**src/rtl/uart_tx_fifo_pkg.sv**
```systemverilog
`default_nettype none
// ============================================================================
// Module      : uart_tx_fifo_pkg
// Description : Shared types and constants for the UART byte sequencers.
//               Holds the launch FSM state encoding and the busy-wait timeout,
//               which the rx-side sequencer also uses.
// Revision    : 1.0 - initial release
// ============================================================================
package uart_tx_fifo_pkg;

    localparam int DATA_W             = 8;
    localparam int DEFAULT_DEPTH_LOG2 = 4;

    // Cycles the sequencer waits in S_WAIT_BUSY for the transmitter to raise
    // busy before it gives up on the launched byte.
    localparam logic [1:0] WAIT_BUSY_TIMEOUT = 2'd3;
    localparam logic [1:0] WAIT_BUSY_LAST    = WAIT_BUSY_TIMEOUT - 2'd1;

    typedef enum logic [1:0] {
        S_IDLE      = 2'd0,
        S_LAUNCH    = 2'd1,
        S_WAIT_BUSY = 2'd2,
        S_DRAIN     = 2'd3
    } seq_state_e;

endpackage : uart_tx_fifo_pkg
`default_nettype wire

```
**src/rtl/uart_tx_fifo_if.sv**
```systemverilog
`default_nettype none
// ============================================================================
// Module      : uart_tx_fifo_if
// Description : Producer-side write port and transmitter-side launch port of
//               the UART tx FIFO. The slave modport is the FIFO itself; the
//               master modport is the surrounding logic (producers plus the
//               transmitter's busy flag).
// Revision    : 1.0 - initial release
// ============================================================================
interface uart_tx_fifo_if
    import uart_tx_fifo_pkg::*;
#(
    parameter int DEPTH_LOG2 = DEFAULT_DEPTH_LOG2
);
    logic [DATA_W-1:0]   wr_data;
    logic                wr_en;
    logic                full;
    logic                empty;
    logic [DEPTH_LOG2:0] count;
    logic                overflow;
    logic [DATA_W-1:0]   tx_byte;
    logic                tx_start;
    logic                tx_busy;

    modport master (
        output wr_data, wr_en, tx_busy,
        input  full, empty, count, overflow, tx_byte, tx_start
    );

    modport slave (
        input  wr_data, wr_en, tx_busy,
        output full, empty, count, overflow, tx_byte, tx_start
    );

endinterface : uart_tx_fifo_if
`default_nettype wire

```
**src/rtl/uart_fifo_mem.sv**
```systemverilog
`default_nettype none
// ============================================================================
// Module      : uart_fifo_mem
// Description : Simple dual-port byte storage for the UART FIFOs. Registered
//               write, asynchronous read so the sequencer can capture the head
//               byte in the same cycle it pops it.
// Revision    : 1.0 - initial release
// ============================================================================
module uart_fifo_mem
    import uart_tx_fifo_pkg::*;
#(
    parameter int DEPTH_LOG2 = DEFAULT_DEPTH_LOG2
) (
    input  wire logic                  clk,
    input  wire logic                  we_i,
    input  wire logic [DEPTH_LOG2-1:0] waddr_i,
    input  wire logic [DATA_W-1:0]     wdata_i,
    input  wire logic [DEPTH_LOG2-1:0] raddr_i,
    output      logic [DATA_W-1:0]     rdata_o
);
    localparam int DEPTH = 1 << DEPTH_LOG2;

    logic [DATA_W-1:0] mem_q [0:DEPTH-1];

    // Storage write; contents need no reset because count gates every read.
    always_ff @(posedge clk) begin
        if (we_i) begin
            mem_q[waddr_i] <= wdata_i;
        end
    end

    assign rdata_o = mem_q[raddr_i];

endmodule : uart_fifo_mem
`default_nettype wire

```
**src/rtl/uart_tx_fifo.sv**
```systemverilog
`default_nettype none
// ============================================================================
// Module      : uart_tx_fifo
// Description : Byte FIFO plus launch sequencer in front of the UART
//               transmitter. Producers push at clock rate; the sequencer pops
//               one byte at a time, pulses tx_start and paces itself on the
//               transmitter's busy flag.
// Revision    : 1.0 - initial release
// ============================================================================
module uart_tx_fifo
    import uart_tx_fifo_pkg::*;
#(
    parameter int DEPTH_LOG2 = DEFAULT_DEPTH_LOG2
) (
    input wire logic      clk,
    input wire logic      reset,
    uart_tx_fifo_if.slave fifo_if
);
    localparam logic [DEPTH_LOG2:0]   CNT_FULL = (DEPTH_LOG2+1)'(1 << DEPTH_LOG2);
    localparam logic [DEPTH_LOG2:0]   CNT_ONE  = (DEPTH_LOG2+1)'(1);
    localparam logic [DEPTH_LOG2-1:0] PTR_ONE  = DEPTH_LOG2'(1);

    logic [DEPTH_LOG2-1:0] wr_ptr_q, wr_ptr_d;
    logic [DEPTH_LOG2-1:0] rd_ptr_q, rd_ptr_d;
    logic [DEPTH_LOG2:0]   count_q,  count_d;
    logic                  overflow_q, overflow_d;
    logic [DATA_W-1:0]     tx_byte_q, tx_byte_d;
    logic                  tx_start_q, tx_start_d;
    logic [1:0]            wait_cnt_q, wait_cnt_d;
    seq_state_e            state_q, state_d;

    logic                  full;
    logic                  empty;
    logic                  push;
    logic                  pop;
    logic [DATA_W-1:0]     rd_data;

    // Full/empty come from the registered count, so a write while full is
    // dropped even when the sequencer pops in the same cycle.
    assign full  = (count_q == CNT_FULL);
    assign empty = (count_q == '0);
    assign push  = fifo_if.wr_en && !full;

    uart_fifo_mem #(
        .DEPTH_LOG2 (DEPTH_LOG2)
    ) u_mem (
        .clk     (clk),
        .we_i    (push),
        .waddr_i (wr_ptr_q),
        .wdata_i (fifo_if.wr_data),
        .raddr_i (rd_ptr_q),
        .rdata_o (rd_data)
    );

    // State register for pointers, count, sticky overflow and the sequencer.
    always_ff @(posedge clk) begin
        if (reset) begin
            wr_ptr_q   <= '0;
            rd_ptr_q   <= '0;
            count_q    <= '0;
            overflow_q <= 1'b0;
            tx_byte_q  <= '0;
            tx_start_q <= 1'b0;
            wait_cnt_q <= '0;
            state_q    <= S_DRAIN;
        end else begin
            wr_ptr_q   <= wr_ptr_d;
            rd_ptr_q   <= rd_ptr_d;
            count_q    <= count_d;
            overflow_q <= overflow_d;
            tx_byte_q  <= tx_byte_d;
            tx_start_q <= tx_start_d;
            wait_cnt_q <= wait_cnt_d;
            state_q    <= state_d;
        end
    end

    // Pointer and occupancy update; a simultaneous push and pop leaves count alone.
    always_comb begin
        wr_ptr_d   = wr_ptr_q;
        rd_ptr_d   = rd_ptr_q;
        count_d    = count_q;
        overflow_d = overflow_q;
        if (push) begin
            wr_ptr_d = wr_ptr_q + PTR_ONE;
        end
        if (pop) begin
            rd_ptr_d = rd_ptr_q + PTR_ONE;
        end
        if (fifo_if.wr_en && full) begin
            overflow_d = 1'b1;
        end
        case ({push, pop})
            2'b10:   count_d = count_q + CNT_ONE;
            2'b01:   count_d = count_q - CNT_ONE;
            default: count_d = count_q;
        endcase
    end

    // Launch sequencer: pop, pulse start, wait for busy (bounded), then wait
    // for the frame to finish. A launched byte is never re-sent.
    always_comb begin
        state_d    = state_q;
        wait_cnt_d = wait_cnt_q;
        tx_byte_d  = tx_byte_q;
        tx_start_d = 1'b0;
        pop        = 1'b0;
        case (state_q)
            S_IDLE: begin
                if (!empty) begin
                    pop        = 1'b1;
                    tx_byte_d  = rd_data;
                    tx_start_d = 1'b1;
                    state_d    = S_LAUNCH;
                end
            end
            S_LAUNCH: begin
                wait_cnt_d = '0;
                state_d    = S_WAIT_BUSY;
            end
            S_WAIT_BUSY: begin
                if (fifo_if.tx_busy || (wait_cnt_q == WAIT_BUSY_LAST)) begin
                    state_d = S_DRAIN;
                end else begin
                    wait_cnt_d = wait_cnt_q + 2'd1;
                end
            end
            S_DRAIN: begin
                if (!fifo_if.tx_busy) begin
                    state_d = S_IDLE;
                end
            end
            default: state_d = S_DRAIN;
        endcase
    end

    assign fifo_if.full     = full;
    assign fifo_if.empty    = empty;
    assign fifo_if.count    = count_q;
    assign fifo_if.overflow = overflow_q;
    assign fifo_if.tx_byte  = tx_byte_q;
    assign fifo_if.tx_start = tx_start_q;

endmodule : uart_tx_fifo
`default_nettype wire

```
**src/flat_wrapper.sv**
```systemverilog
// flat-port wrapper written by rule: the top's interface ports become plain ports
module uart_tx_fifo_flat import uart_tx_fifo_pkg::*;
#(
    parameter int DEPTH_LOG2 = DEFAULT_DEPTH_LOG2
)
  (clk, reset, fifo_if_wr_data, fifo_if_wr_en, fifo_if_tx_busy, fifo_if_full, fifo_if_empty, fifo_if_count, fifo_if_overflow, fifo_if_tx_byte, fifo_if_tx_start);
  uart_tx_fifo_if #(.DEPTH_LOG2(DEPTH_LOG2)) fifo_if_i ();
  input wire logic clk;
  input wire logic reset;
  input wire logic [$bits(fifo_if_i.wr_data)-1:0] fifo_if_wr_data;
  input wire logic [$bits(fifo_if_i.wr_en)-1:0] fifo_if_wr_en;
  input wire logic [$bits(fifo_if_i.tx_busy)-1:0] fifo_if_tx_busy;
  output wire logic [$bits(fifo_if_i.full)-1:0] fifo_if_full;
  output wire logic [$bits(fifo_if_i.empty)-1:0] fifo_if_empty;
  output wire logic [$bits(fifo_if_i.count)-1:0] fifo_if_count;
  output wire logic [$bits(fifo_if_i.overflow)-1:0] fifo_if_overflow;
  output wire logic [$bits(fifo_if_i.tx_byte)-1:0] fifo_if_tx_byte;
  output wire logic [$bits(fifo_if_i.tx_start)-1:0] fifo_if_tx_start;
  assign fifo_if_i.wr_data = fifo_if_wr_data;
  assign fifo_if_i.wr_en = fifo_if_wr_en;
  assign fifo_if_i.tx_busy = fifo_if_tx_busy;
  assign fifo_if_full = fifo_if_i.full;
  assign fifo_if_empty = fifo_if_i.empty;
  assign fifo_if_count = fifo_if_i.count;
  assign fifo_if_overflow = fifo_if_i.overflow;
  assign fifo_if_tx_byte = fifo_if_i.tx_byte;
  assign fifo_if_tx_start = fifo_if_i.tx_start;
  uart_tx_fifo #(.DEPTH_LOG2(DEPTH_LOG2)) u_core (.clk(clk), .reset(reset), .fifo_if(fifo_if_i));
endmodule
```
**config.mk**
```make
export PLATFORM = sky130hd
export DESIGN_NAME = uart_tx_fifo_flat
export DESIGN_NICKNAME = d
export VERILOG_FILES = /design/src/rtl/uart_tx_fifo_pkg.sv /design/src/rtl/uart_tx_fifo_if.sv /design/src/rtl/uart_fifo_mem.sv /design/src/rtl/uart_tx_fifo.sv /design/src/flat_wrapper.sv
export SDC_FILE = /design/constraint.sdc
export NUM_CORES = 1
export LEC_CHECK = 0
export BUFFER_PORTS_ARGS = -buffer_cell sky130_fd_sc_hd__buf_4
export CORE_ASPECT_RATIO = 1.75
export CORE_MARGIN = 2
export CORE_UTILIZATION = 40
export CTS_CLUSTER_SIZE = 40
export DETAILED_ROUTE_END_ITERATION = 10
export SLEW_MARGIN = 15
export SYNTH_ARGS = -nofsm -noshare
export SYNTH_HDL_FRONTEND = slang
export SYNTH_HIERARCHICAL = 1
export SYNTH_SLANG_ARGS = --single-unit
```
**constraint.sdc**
```tcl
create_clock -name clk -period 8.3 [get_ports clk]
set_input_delay 1.245 -clock clk [delete_from_list [all_inputs] [get_ports clk]]
set_output_delay 1.245 -clock clk [all_outputs]
set_load 0.01 [all_outputs]
```
==> reports/qor.csv, run 1 <==
stage;metric;value;unit
cells_and_area;Syn-to-layout area delta;14.95;%
clock_network;Worst-path clk slew;0.06;ns
yosys;Compound-Gate Fraction of Synth Area;3.960;%
detailed_routing;WL final;12400;um
yosys;Yosys Warn Count;6;
clock_network;clk buf depth;2;
yosys;post-synthesis sequential area ratio;69.37;%
worst_setup_path;worst-path maximum fanout;12;
worst_setup_path;CP Cell Sequence;or4_1 -> o21ai_4 -> inv_1 -> ha_1 -> ha_1 -> nand2b_1 -> a21oi_1 -> mux2i_1 -> mux2_2;
timing;Final Hold Vio Count;0;
cells_and_area;fin cells;602;
floorplan;Starting Density;41.07;%
floorplan;core area;0.01539;mm2
cells_and_area;share of cells above drive strength 1;21.39;%
timing;Slew @ Worst Pin;1.045;ns
grt;GR Util met1;16.34;%
yosys;Syn Std Cell Area;0.006320;mm2
detailed_routing;DR vias/cell;5.399;
timing;RSZ-0062 raised after global routing;false;
yosys;mux contribution to synthesized area;14.16;%
grt;vias in the first global route;3451;
detailed_routing;post-route antenna net violation count;0;
timing;Slew Limit Fails;0;
clock_network;clk_lat worst skew;0.41;ns
place;dpl cells;570;
clock_network;H-tree depth;4;
place;HPWL Detailed;8318;um
yosys;xor-xnor portion of the synthesized cell area;1.109;%
worst_setup_path;Critical Path RT;8.60;ns
worst_setup_path;arrival time at the worst endpoint;3.50;ns
power_and_ir_drop;P_sw;0.4287;mW
detailed_routing;Pre-antenna DRT Iters;4;
detailed_routing;drt drc;0;
worst_setup_path;Largest stage delay, worst path;0.72;ns
power_and_ir_drop;sequential power share;49.3;%
yosys;Yosys top cell by area;edfxtp_1;
yosys;Mapped Cells;367;
yosys;Post-synth EDFFs;128;
power_and_ir_drop;PD cells;245.7;mW/mm2
power_and_ir_drop;Internal Power;1.357;mW
worst_setup_path;Worst Setup Start Kind;flop;
yosys;post-synth top area share;60.82;%
yosys;Post-Synth Adder-Cell Area;2.693;%
grt;gr ovfl total;0;
cells_and_area;Fill cells;1283;
timing;final setup vio count;0;
timing;Max Clock Freq;0.3129;GHz
grt;initial antenna violation count;0;
status;outcome;completed;
yosys;syn avg cell area;17.22;um2
floorplan;Core Rows;60;
place;Buffers on Ports;28;
timing;setup TNS;0;ns
cells_and_area;Antenna Cells;0;
timing;final worst path period need;3.196;ns
clock_network;CTS Hold Buffers Added;0;
detailed_routing;DR vias;3250;
worst_setup_path;Crit Path Class;flop to flop;
yosys;cell with the most instances after synthesis;edfxtp_1;
yosys;Yosys cell types;41;
worst_setup_path;Worst setup startpoint;u_core/fifo_if.count[0];
power_and_ir_drop;Clock Power Share;41.9;%
power_and_ir_drop;switching share of power;24.01;%
grt;routing usage on met2;29.41;%
grt;Most Used Layer, Global Route;met2;
yosys;#FFs+latches synth;155;
clock_network;CTS sink count;155;
cells_and_area;Final nets;428;
clock_network;CTS buffer count;17;
yosys;Synth Flop Type;edfxtp_1;
clock_network;Post-CTS Setup Repair Bufs;0;
worst_setup_path;CP dominant cell by count;ha_1;
floorplan;chip height;170.3;um
timing;Tcrit/Tclk final;38.51;%
power_and_ir_drop;combinational fraction of design power;8.8;%
yosys;Mapped Nets;392;
timing;Worst Skew;0.01152;ns
worst_hold_path;hold path start;u_core/fifo_if.overflow;
worst_setup_path;Reg-to-Reg Start;u_core/fifo_if.count[0];
place;GPL Wtd Cong;0.7506;
clock_network;Root Driver;clkbuf_16;
worst_setup_path;Crit. End Element;flop;
floorplan;die area;0.01686;mm2
floorplan;IO Pins;29;
grt;met3 GRT Util;3.285;%
clock_network;CTS tree;yes;
flow_run;Max Cap Violations;0;
detailed_routing;WL per Instance;20.60;um
yosys;share of synthesized cell area in and, or, nand and nor gates;6.137;%
timing;slew margin rel.;30.11;%
timing;hold slack final;0.4731;ns
detailed_routing;First DRT Iteration DRCs;119;
yosys;top cells by area, synth;edfxtp_1 (61%), dfxtp_1 (8.6%), mux4_2 (6.4%);
floorplan;Die X;99.02;um
power_and_ir_drop;Max IR drop VDD;0.0001361;V
worst_hold_path;class of the worst hold path;flop to flop;
power_and_ir_drop;leakage power;2.539;nW
yosys;top post-synthesis cells by count;edfxtp_1 (128), nor2_1 (51), dfxtp_1 (27), mux4_2 (18), a22oi_1 (16);
grt;largest net degree at the start of global routing;36;
worst_setup_path;Worst path slowest cell;or4_1;
clock_network;Post-CTS Resized;0;
yosys;ys async rst share;0;%
grt;first-pass GRT wire length;19180;um
yosys;largest family of logic cells by synthesized area;multiplexers;
grt;Overall Global Routing Usage;15.49;%
routing by layer:
layer,routed length (um),up-vias
met5,0,-
met4,224,0
met3,363,11
met2,7186,62
met1,4628,1661
li1,-,1516
through the flow:
| step | worst slack [ns] | cell area (um2) | utilization [%] | power, mW |
|---|---|---|---|---|
| 2_1_floorplan | 5.150 | 6320 | - | 1.005 |
| 3_3_place_gp | 4.641 | 6680 | 43.41 | 1.049 |
| 3_5_place_dp | 4.463 | 6680 | 43.41 | 1.056 |
| 4_1_cts | 4.903 | 7259 | 47.17 | 1.804 |
| 5_1_grt | 4.867 | 7264 | 47.20 | 1.853 |
| 6_report | 5.104 | 7264 | 47.20 | 1.785 |
cell type report:
cell class | instances | area (um2) | area share [%]
Multi-Input combinational cell | 185 | 1778 | 24.47
Clock buffer | 18 | 429.2 | 5.908
Timing Repair Buffer | 33 | 247.7 | 3.410
Inverter | 11 | 41.29 | 0.5684
Tap cell | 186 | 232.7 | 3.204
Sequential cell | 155 | 4385 | 60.37
Clock inverter | 14 | 150.1 | 2.067
cells in the final DEF (no fill, tap or decap), types with 6 or more instances in the layout:
master	netlist	layout
a21oi_1	9	9
a22oi_1	16	16
buf_4	1	33
clkbuf_16	0	17
dfxtp_1	27	26
edfxtp_1	128	128
ha_1	12	12
inv_1	11	11
mux2i_1	11	11
mux4_1	14	14
mux4_2	18	18
nand2_1	11	11
nor2_1	51	51
xor2_1	6	6
power groups by stage:
stage / Sequential (mW) / Combinational [mW] / Clock [mW]
after floorplan: 0.894 / 0.111 / 0
after global placement: 0.894 / 0.155 / 0
after detailed placement: 0.896 / 0.159 / 0
after CTS: 0.879 / 0.160 / 0.765
after global routing: 0.882 / 0.175 / 0.796
final: 0.879 / 0.157 / 0.749
sequential cells by signal, summed over array words and instances, names as in the netlist:
register                 flops
u_core/wr_ptr_q              4
u_core/fifo_if.overflow      1
u_core/state_q               2
u_core/fifo_if.tx_byte       8
u_core/wait_cnt_q            2
u_core/rd_ptr_q              4
u_core/u_mem/mem_q         128
u_core/fifo_if.tx_start      1
u_core/fifo_if.count         5
final timing paths:
| kind | endpoint | slack (ns) | cells after the start |
|---|---|---|---|
| hold reg to reg | u_core/fifo_if.overflow | 0.47 | 2 |
| hold / removal | u_core/fifo_if.overflow | 0.47 | 2 |
| setup reg to reg | u_core/fifo_if.count[4] | 5.10 | 9 |
| setup / recovery | u_core/fifo_if.count[4] | 5.10 | 9 |
cells by family (layout without fill, tap and decap cells):
family | after synthesis | count (layout)
flip-flops | 155 | 155
multiplexers | 44 | 44
adder cells (fa/ha/maj) | 13 | 13
buffers and inverters | 27 | 76
XOR/XNOR | 8 | 8
AO/OA/AOI/OAI | 34 | 34
AND/OR/NAND/NOR | 86 | 86
critical path, delay by kind of cell (launching register included):
kind | cells | cell delay [ns]
buffers and inverters | 1 | 0.12
AOI/OAI and AO/OA | 2 | 0.63
DFF | 1 | 0.36
adders and majority gates | 2 | 0.62
muxes | 2 | 0.56
and+or+nand+nor | 2 | 0.78
No activity file was read; power rests on OpenSTA's default activity.
==> inputs of run 2 (changes only) <==
--- a/config.mk
+++ b/config.mk
@@ -5,6 +5,7 @@
 export SDC_FILE = /design/constraint.sdc
 export NUM_CORES = 1
 export LEC_CHECK = 0
+export ABC_AREA = 1
 export BUFFER_PORTS_ARGS = -buffer_cell sky130_fd_sc_hd__buf_4
 export CORE_ASPECT_RATIO = 1.75
 export CORE_MARGIN = 2
==> constraint.sdc (replaced) <==
create_clock -name clk -period 3.27 [get_ports clk]
set_input_delay 0.4905 -clock clk [delete_from_list [all_inputs] [get_ports clk]]
set_output_delay 0.4905 -clock clk [all_outputs]
set_load 0.01 [all_outputs]
==> run 2 against run 1 <==
Critical path depth increased by 5. Clock power grew to 2.7 times the previous value. Final cell count rose by 65%. Combinational power increased to 6.0 times the previous value. Die area is 11% higher. First-iteration DRC count grew to 3.2 times the previous value. Global-route usage up 2.3 points. Non-clock buffer count unchanged. Hold slack worse by 0.14 ns. Critical path type unchanged. Critical endpoint unchanged. Largest cell class unchanged. Largest power group unchanged.
==> reports/qor.csv, run 2 <==
stage;metric;value;unit
yosys;Yosys Warn Count;6;
yosys;Synth Flop Type;edfxtp_1;
worst_setup_path;Largest stage delay, worst path;0.40;ns
timing;final worst path period need;2.369;ns
power_and_ir_drop;sequential power share;43.7;%
grt;first-pass GRT wire length;25060;um
worst_setup_path;Crit Path Class;flop to flop;
yosys;post-synth top area share;54.65;%
detailed_routing;DR vias/cell;4.858;
clock_network;clk_lat worst skew;0.42;ns
status;outcome;completed;
cells_and_area;Largest register FFs;128;
cells_and_area;Most flops, register;u_core/u_mem/mem_q;
cells_and_area;commonest non-fill, non-tap cells in the layout;nand2_1 (201), edfxtp_1 (128), inv_1 (119), nand3_1 (106), nor2_1 (42);
detailed_routing;First DRT Iteration DRCs;377;
timing;Final Hold Vio Count;0;
grt;initial antenna violation count;0;
timing;Slew Limit Fails;0;
place;Buffers on Ports;28;
place;HPWL Detailed;10190;um
detailed_routing;drt drc;0;
worst_setup_path;arrival time at the worst endpoint;2.72;ns
power_and_ir_drop;Max IR drop VDD;0.0003795;V
cells_and_area;Post-Route Utilization;45.93;%
power_and_ir_drop;PD cells;656.1;mW/mm2
timing;Worst Skew;0.01034;ns
clock_network;H-tree depth;4;
cells_and_area;fin cells;992;
grt;gr ovfl total;0;
power_and_ir_drop;Internal Power;3.788;mW
clock_network;Post-CTS Setup Repair Bufs;0;
yosys;Syn Std Cell Area;0.007033;mm2
worst_setup_path;Worst Setup Start Kind;flop;
timing;Max Clock Freq;0.4221;GHz
yosys;Mapped Cells;724;
clock_network;clk buf depth;2;
floorplan;IO Pins;29;
timing;Tcrit/Tclk final;72.45;%
floorplan;Core Rows;64;
place;DP Area;0.007361;mm2
yosys;Mapped Nets;749;
yosys;#FFs+latches synth;155;
grt;largest net degree at the start of global routing;64;
yosys;Yosys cell types;32;
yosys;Post-synth EDFFs;128;
timing;final setup vio count;0;
yosys;top post-synthesis cells by count;nand2_1 (201), edfxtp_1 (128), inv_1 (119), nand3_1 (106), nor2_1 (42);
timing;RSZ-0062 raised after global routing;false;
clock_network;CTS sink count;155;
worst_setup_path;worst-path maximum fanout;14;
clock_network;Post-CTS Resized;0;
floorplan;chip height;179.4;um
flow_run;Max Cap Violations;0;
clock_network;Root Driver;clkbuf_16;
clock_network;CTS Hold Buffers Added;0;
clock_network;CTS tree;yes;
floorplan;Die X;104.2;um
power_and_ir_drop;combinational fraction of design power;18.0;%
worst_setup_path;CP Cell Sequence;inv_1 -> ha_1 -> nand2_4 -> inv_4 -> ha_1 -> inv_1 -> fa_1 -> inv_1 -> nand2_1 -> nand2_1 -> nand3_1 -> nand2_1 -> nand2_1 -> a21oi_1;
floorplan;die area;0.01870;mm2
worst_setup_path;Critical Path RT;3.62;ns
power_and_ir_drop;leakage power;3.465;nW
power_and_ir_drop;Clock Power Share;38.3;%
cells_and_area;commonest non-fill, non-tap cell in the layout;nand2_1;
detailed_routing;WL final;15710;um
worst_setup_path;CP dominant cell by count;nand2_1;
yosys;ys async rst share;0;%
detailed_routing;WL per Instance;15.84;um
grt;vias in the first global route;4681;
detailed_routing;Pre-antenna DRT Iters;6;
cells_and_area;Final nets;773;
timing;Slew @ Worst Pin;0.9143;ns
yosys;Yosys top cell by area;edfxtp_1;
yosys;post-synthesis sequential area ratio;62.34;%
power_and_ir_drop;Tot Pwr;5.237;mW
power_and_ir_drop;switching share of power;27.67;%
cells_and_area;post-route cell area;0.007981;mm2
worst_hold_path;class of the worst hold path;input pin to flop;
timing;setup TNS;0;ns
place;GPL Wtd Cong;0.7782;
detailed_routing;DR vias;4819;
worst_setup_path;Crit. End Element;flop;
grt;Overall Global Routing Usage;17.75;%
timing;hold slack final;0.3341;ns
cells_and_area;Antenna Cells;0;
yosys;top cells by area, synth;edfxtp_1 (55%), nand2_1 (11%), dfxtp_1 (7.7%);
timing;PnR worst setup slack;0.9009;ns
yosys;syn avg cell area;9.714;um2
yosys;cell with the most instances after synthesis;nand2_1;
timing;slew margin rel.;38.82;%
place;dpl cells;960;
power_and_ir_drop;P_sw;1.449;mW
cells_and_area;share of cells above drive strength 1;11.70;%
floorplan;core area;0.01738;mm2
worst_setup_path;Worst path slowest cell;fa_1;
detailed_routing;post-route antenna net violation count;0;
place;Place WS;0.8999;ns
cells_and_area;Syn-to-layout area delta;13.49;%
clock_network;Worst-path clk slew;0.06;ns
clock_network;CTS buffer count;17;
floorplan;Starting Density;40.47;%
==> run 2: logic make-up (layout without fill, tap and decap cells) <==
kind of cell | after synthesis | after routing | synth area share (%)
AOI/OAI and AO/OA | 28 | 28 | 2.135
and+or+nand+nor | 374 | 374 | 23.11
xor gates and xnor gates | 3 | 3 | 0.3737
adders and majority gates | 13 | 13 | 2.419
buffers and inverters | 151 | 188 | 9.624
DFF | 155 | 155 | 62.34
==> run 2: layout make-up <==
type	count	area (um2)
Inverter	123	466.7
Clock inverter	7	70.07
Fill cell	1672	9395
Timing Repair Buffer	33	247.7
Sequential cell	155	4385
Multi-Input combinational cell	418	1972
Clock buffer	25	550.5
Tap cell	231	289.0
==> run 2: per-layer routing <==
metal  wire, um  global-route usage, %  part of all wire, %
met1       6234                  19.56                   40
met2       8375                  32.26                   53
met3        525                  2.901                  3.3
met4        578                  9.622                  3.7
met5          0                      0                    0
==> run 2: path summary, 6_finish.rpt <==
check,slack [ns],start,depth (start not counted),to
hold reg to reg,0.48,u_core/fifo_if.overflow,2,u_core/fifo_if.overflow
setup reg to reg,0.90,u_core/state_q[0],14,u_core/fifo_if.count[4]
setup / recovery,0.90,u_core/state_q[0],14,u_core/fifo_if.count[4]
hold / removal,0.33,fifo_if_wr_en,3,u_core/fifo_if.overflow
==> run 2: worst max-delay path, delay by kind of cell (launching register included) <==
family	cells	cell delay [ns]
AOI/OAI and AO/OA	1	0.12
buffers and inverters	4	0.48
and+or+nand+nor	6	0.42
adders and majority gates	3	0.92
DFF	1	0.34
==> run 2: power groups by stage <==
stage / Combinational (mW) / Sequential (mW) / Clock (mW)
3_5_place_dp: 0.947 / 2.33 / 0
4_1_cts: 0.952 / 2.29 / 2.04
5_1_grt: 1.05 / 2.30 / 2.12
6_report: 0.943 / 2.29 / 2.00
2_1_floorplan: 0.662 / 2.33 / 0
3_3_place_gp: 0.940 / 2.33 / 0
==> inputs of run 3 (changes only) <==
==> constraint.sdc (replaced) <==
create_clock -name clk -period 2.21 [get_ports clk]
set_input_delay 0.3315 -clock clk [delete_from_list [all_inputs] [get_ports clk]]
set_output_delay 0.3315 -clock clk [all_outputs]
set_load 0.01 [all_outputs]
==> run 3 against run 2 <==
Clock skew shrank 0.0056 ns. Sequential power increased by 47%. Non-clock buffer count is 24 higher. Critical path depth is 2 lower. Maximum frequency up 16%. Critical endpoint unchanged. Cell area up 2.6%. Clock-buffer cell count shrank 5.
==> reports/qor.csv, run 3 (same netlist as run 2, synthesis figures left out) <==
stage;metric;value;unit
worst_setup_path;Worst setup startpoint;u_core/state_q[0];
worst_setup_path;CP Cell Sequence;inv_1 -> ha_1 -> nand2_4 -> inv_4 -> ha_4 -> ha_1 -> or2_2 -> nand2_1 -> nand2_1 -> nand2_1 -> nand2_1 -> a21oi_1;
floorplan;chip height;179.4;um
grt;initial antenna violation count;0;
floorplan;Die X;104.2;um
floorplan;die area;0.01870;mm2
worst_setup_path;Largest stage delay, worst path;0.39;ns
clock_network;H-tree depth;4;
floorplan;Starting Density;40.47;%
cells_and_area;post-route cell area;0.008188;mm2
timing;slew margin rel.;62.28;%
clock_network;CTS sink count;155;
timing;Tcrit/Tclk final;92.20;%
grt;first-pass GRT wire length;24610;um
worst_setup_path;worst-path maximum fanout;5;
timing;final worst path period need;2.038;ns
clock_network;CTS buffer count;17;
clock_network;Root Driver;clkbuf_16;
grt;gr ovfl total;0;
timing;Slew Limit Fails;0;
clock_network;Post-CTS Setup Repair Bufs;0;
timing;Worst Skew;0.004743;ns
timing;Slew @ Worst Pin;0.5650;ns
cells_and_area;Most flops, register;u_core/u_mem/mem_q;
power_and_ir_drop;Tot Pwr;7.856;mW
clock_network;clk_lat worst skew;0.42;ns
grt;Overall Global Routing Usage;17.43;%
cells_and_area;commonest non-fill, non-tap cells in the layout;nand2_1 (201), edfxtp_1 (128), inv_1 (119), nand3_1 (106), buf_4 (55);
timing;final setup vio count;0;
power_and_ir_drop;Max IR drop VDD;0.0005551;V
cells_and_area;commonest non-fill, non-tap cell in the layout;nand2_1;
detailed_routing;Pre-antenna DRT Iters;4;
worst_setup_path;Critical Path RT;2.56;ns
clock_network;clk buf depth;2;
timing;Max Clock Freq;0.4908;GHz
detailed_routing;DR vias;4804;
status;outcome;completed;
timing;RSZ-0062 raised after global routing;false;
worst_setup_path;Worst path slowest cell;dfxtp_1;
cells_and_area;Antenna Cells;0;
place;GPL Wtd Cong;0.7741;
worst_setup_path;Worst Setup Start Kind;flop;
clock_network;CTS tree;yes;
detailed_routing;drt drc;0;
worst_setup_path;Crit Path Class;flop to flop;
floorplan;core area;0.01738;mm2
place;DP Area;0.007566;mm2
power_and_ir_drop;PD cells;959.5;mW/mm2
grt;largest net degree at the start of global routing;65;
worst_hold_path;hold path start;reset;
timing;Final Hold Vio Count;0;
floorplan;IO Pins;29;
clock_network;CTS Hold Buffers Added;0;
power_and_ir_drop;leakage power;3.586;nW
detailed_routing;WL final;15640;um
place;HPWL Detailed;10250;um
detailed_routing;WL per Instance;15.39;um
cells_and_area;Final nets;797;
clock_network;Worst-path clk slew;0.06;ns
worst_setup_path;Crit. End Element;flop;
worst_hold_path;class of the worst hold path;input pin to flop;
flow_run;Max Cap Violations;0;
cells_and_area;Largest register FFs;128;
timing;setup TNS;0;ns
detailed_routing;post-route antenna net violation count;0;
floorplan;Core Rows;64;
place;Buffers on Ports;28;
grt;vias in the first global route;4509;
worst_setup_path;CP dominant cell by count;nand2_1;
detailed_routing;First DRT Iteration DRCs;340;
worst_setup_path;Reg-to-Reg Start;u_core/state_q[0];
clock_network;Post-CTS Resized;0;
worst_setup_path;arrival time at the worst endpoint;2.39;ns
cells_and_area;share of cells above drive strength 1;14.39;%
worst_setup_path;Buf/Inv on CP;2;
worst_setup_path;delay-heaviest family, CP;adder cells;
detailed_routing;DR vias/cell;4.728;
cells_and_area;Syn-to-layout area delta;16.42;%
==> run 3: cell types whose count changed in the layout (fill, tap and decap cells not counted), sizes merged <==
cell      previous run  this run
clkinv               3         7
bufinv               1         4
clkbuf              25        20
buf                 33        57
clkinvlp             0         1
inv                126       123
==> run 3: final cells by class <==
type | count | area [um2]
Fill cell | 1620 | 9189
Timing Repair Buffer | 57 | 452.9
Clock buffer | 20 | 436.7
Multi-Input combinational cell | 418 | 1984
Inverter | 123 | 466.7
Sequential cell | 155 | 4385
Clock inverter | 12 | 172.7
Tap cell | 231 | 289.0
==> run 3: path summary, 6_finish.rpt <==
check                                               end  slack, ns  cells after the start
worst min register to register     u_core/wait_cnt_q[1]       0.49                      2
worst max register to register  u_core/fifo_if.count[4]       0.17                     12
worst min-delay path                 u_core/rd_ptr_q[2]       0.19                      2
worst max-delay path            u_core/fifo_if.count[4]       0.17                     12
==> run 3: per-layer routing <==
layer | up-vias | wire length [um] | global-route usage, %
met5 | - | 0 | 0
met4 | 0 | 587 | 8.865
met3 | 24 | 565 | 3.336
met2 | 109 | 8188 | 31.13
met1 | 2256 | 6294 | 19.64
li1 | 2415 | - | -
==> run 3: where the power goes <==
part           internal [mW]  total (mW)  switching [mW]
combinational          0.533        1.49           0.958
clock                   1.88        3.00            1.11
sequential              3.28        3.37          0.0878
==> run 3: stage by stage <==
step | hold WS, ns | utilization [%] | setup WS (ns) | std cells
2_1_floorplan | 0.4304 | - | 0.09791 | 724
3_3_place_gp | 0.4756 | 43.54 | 0.1077 | 984
3_5_place_dp | 0.4816 | 43.54 | 0.08362 | 984
4_1_cts | 0.1809 | 47.05 | 0.07385 | 1016
5_1_grt | 0.1887 | 47.12 | 0.01059 | 1016
6_report | 0.1924 | 47.12 | 0.1724 | 1016
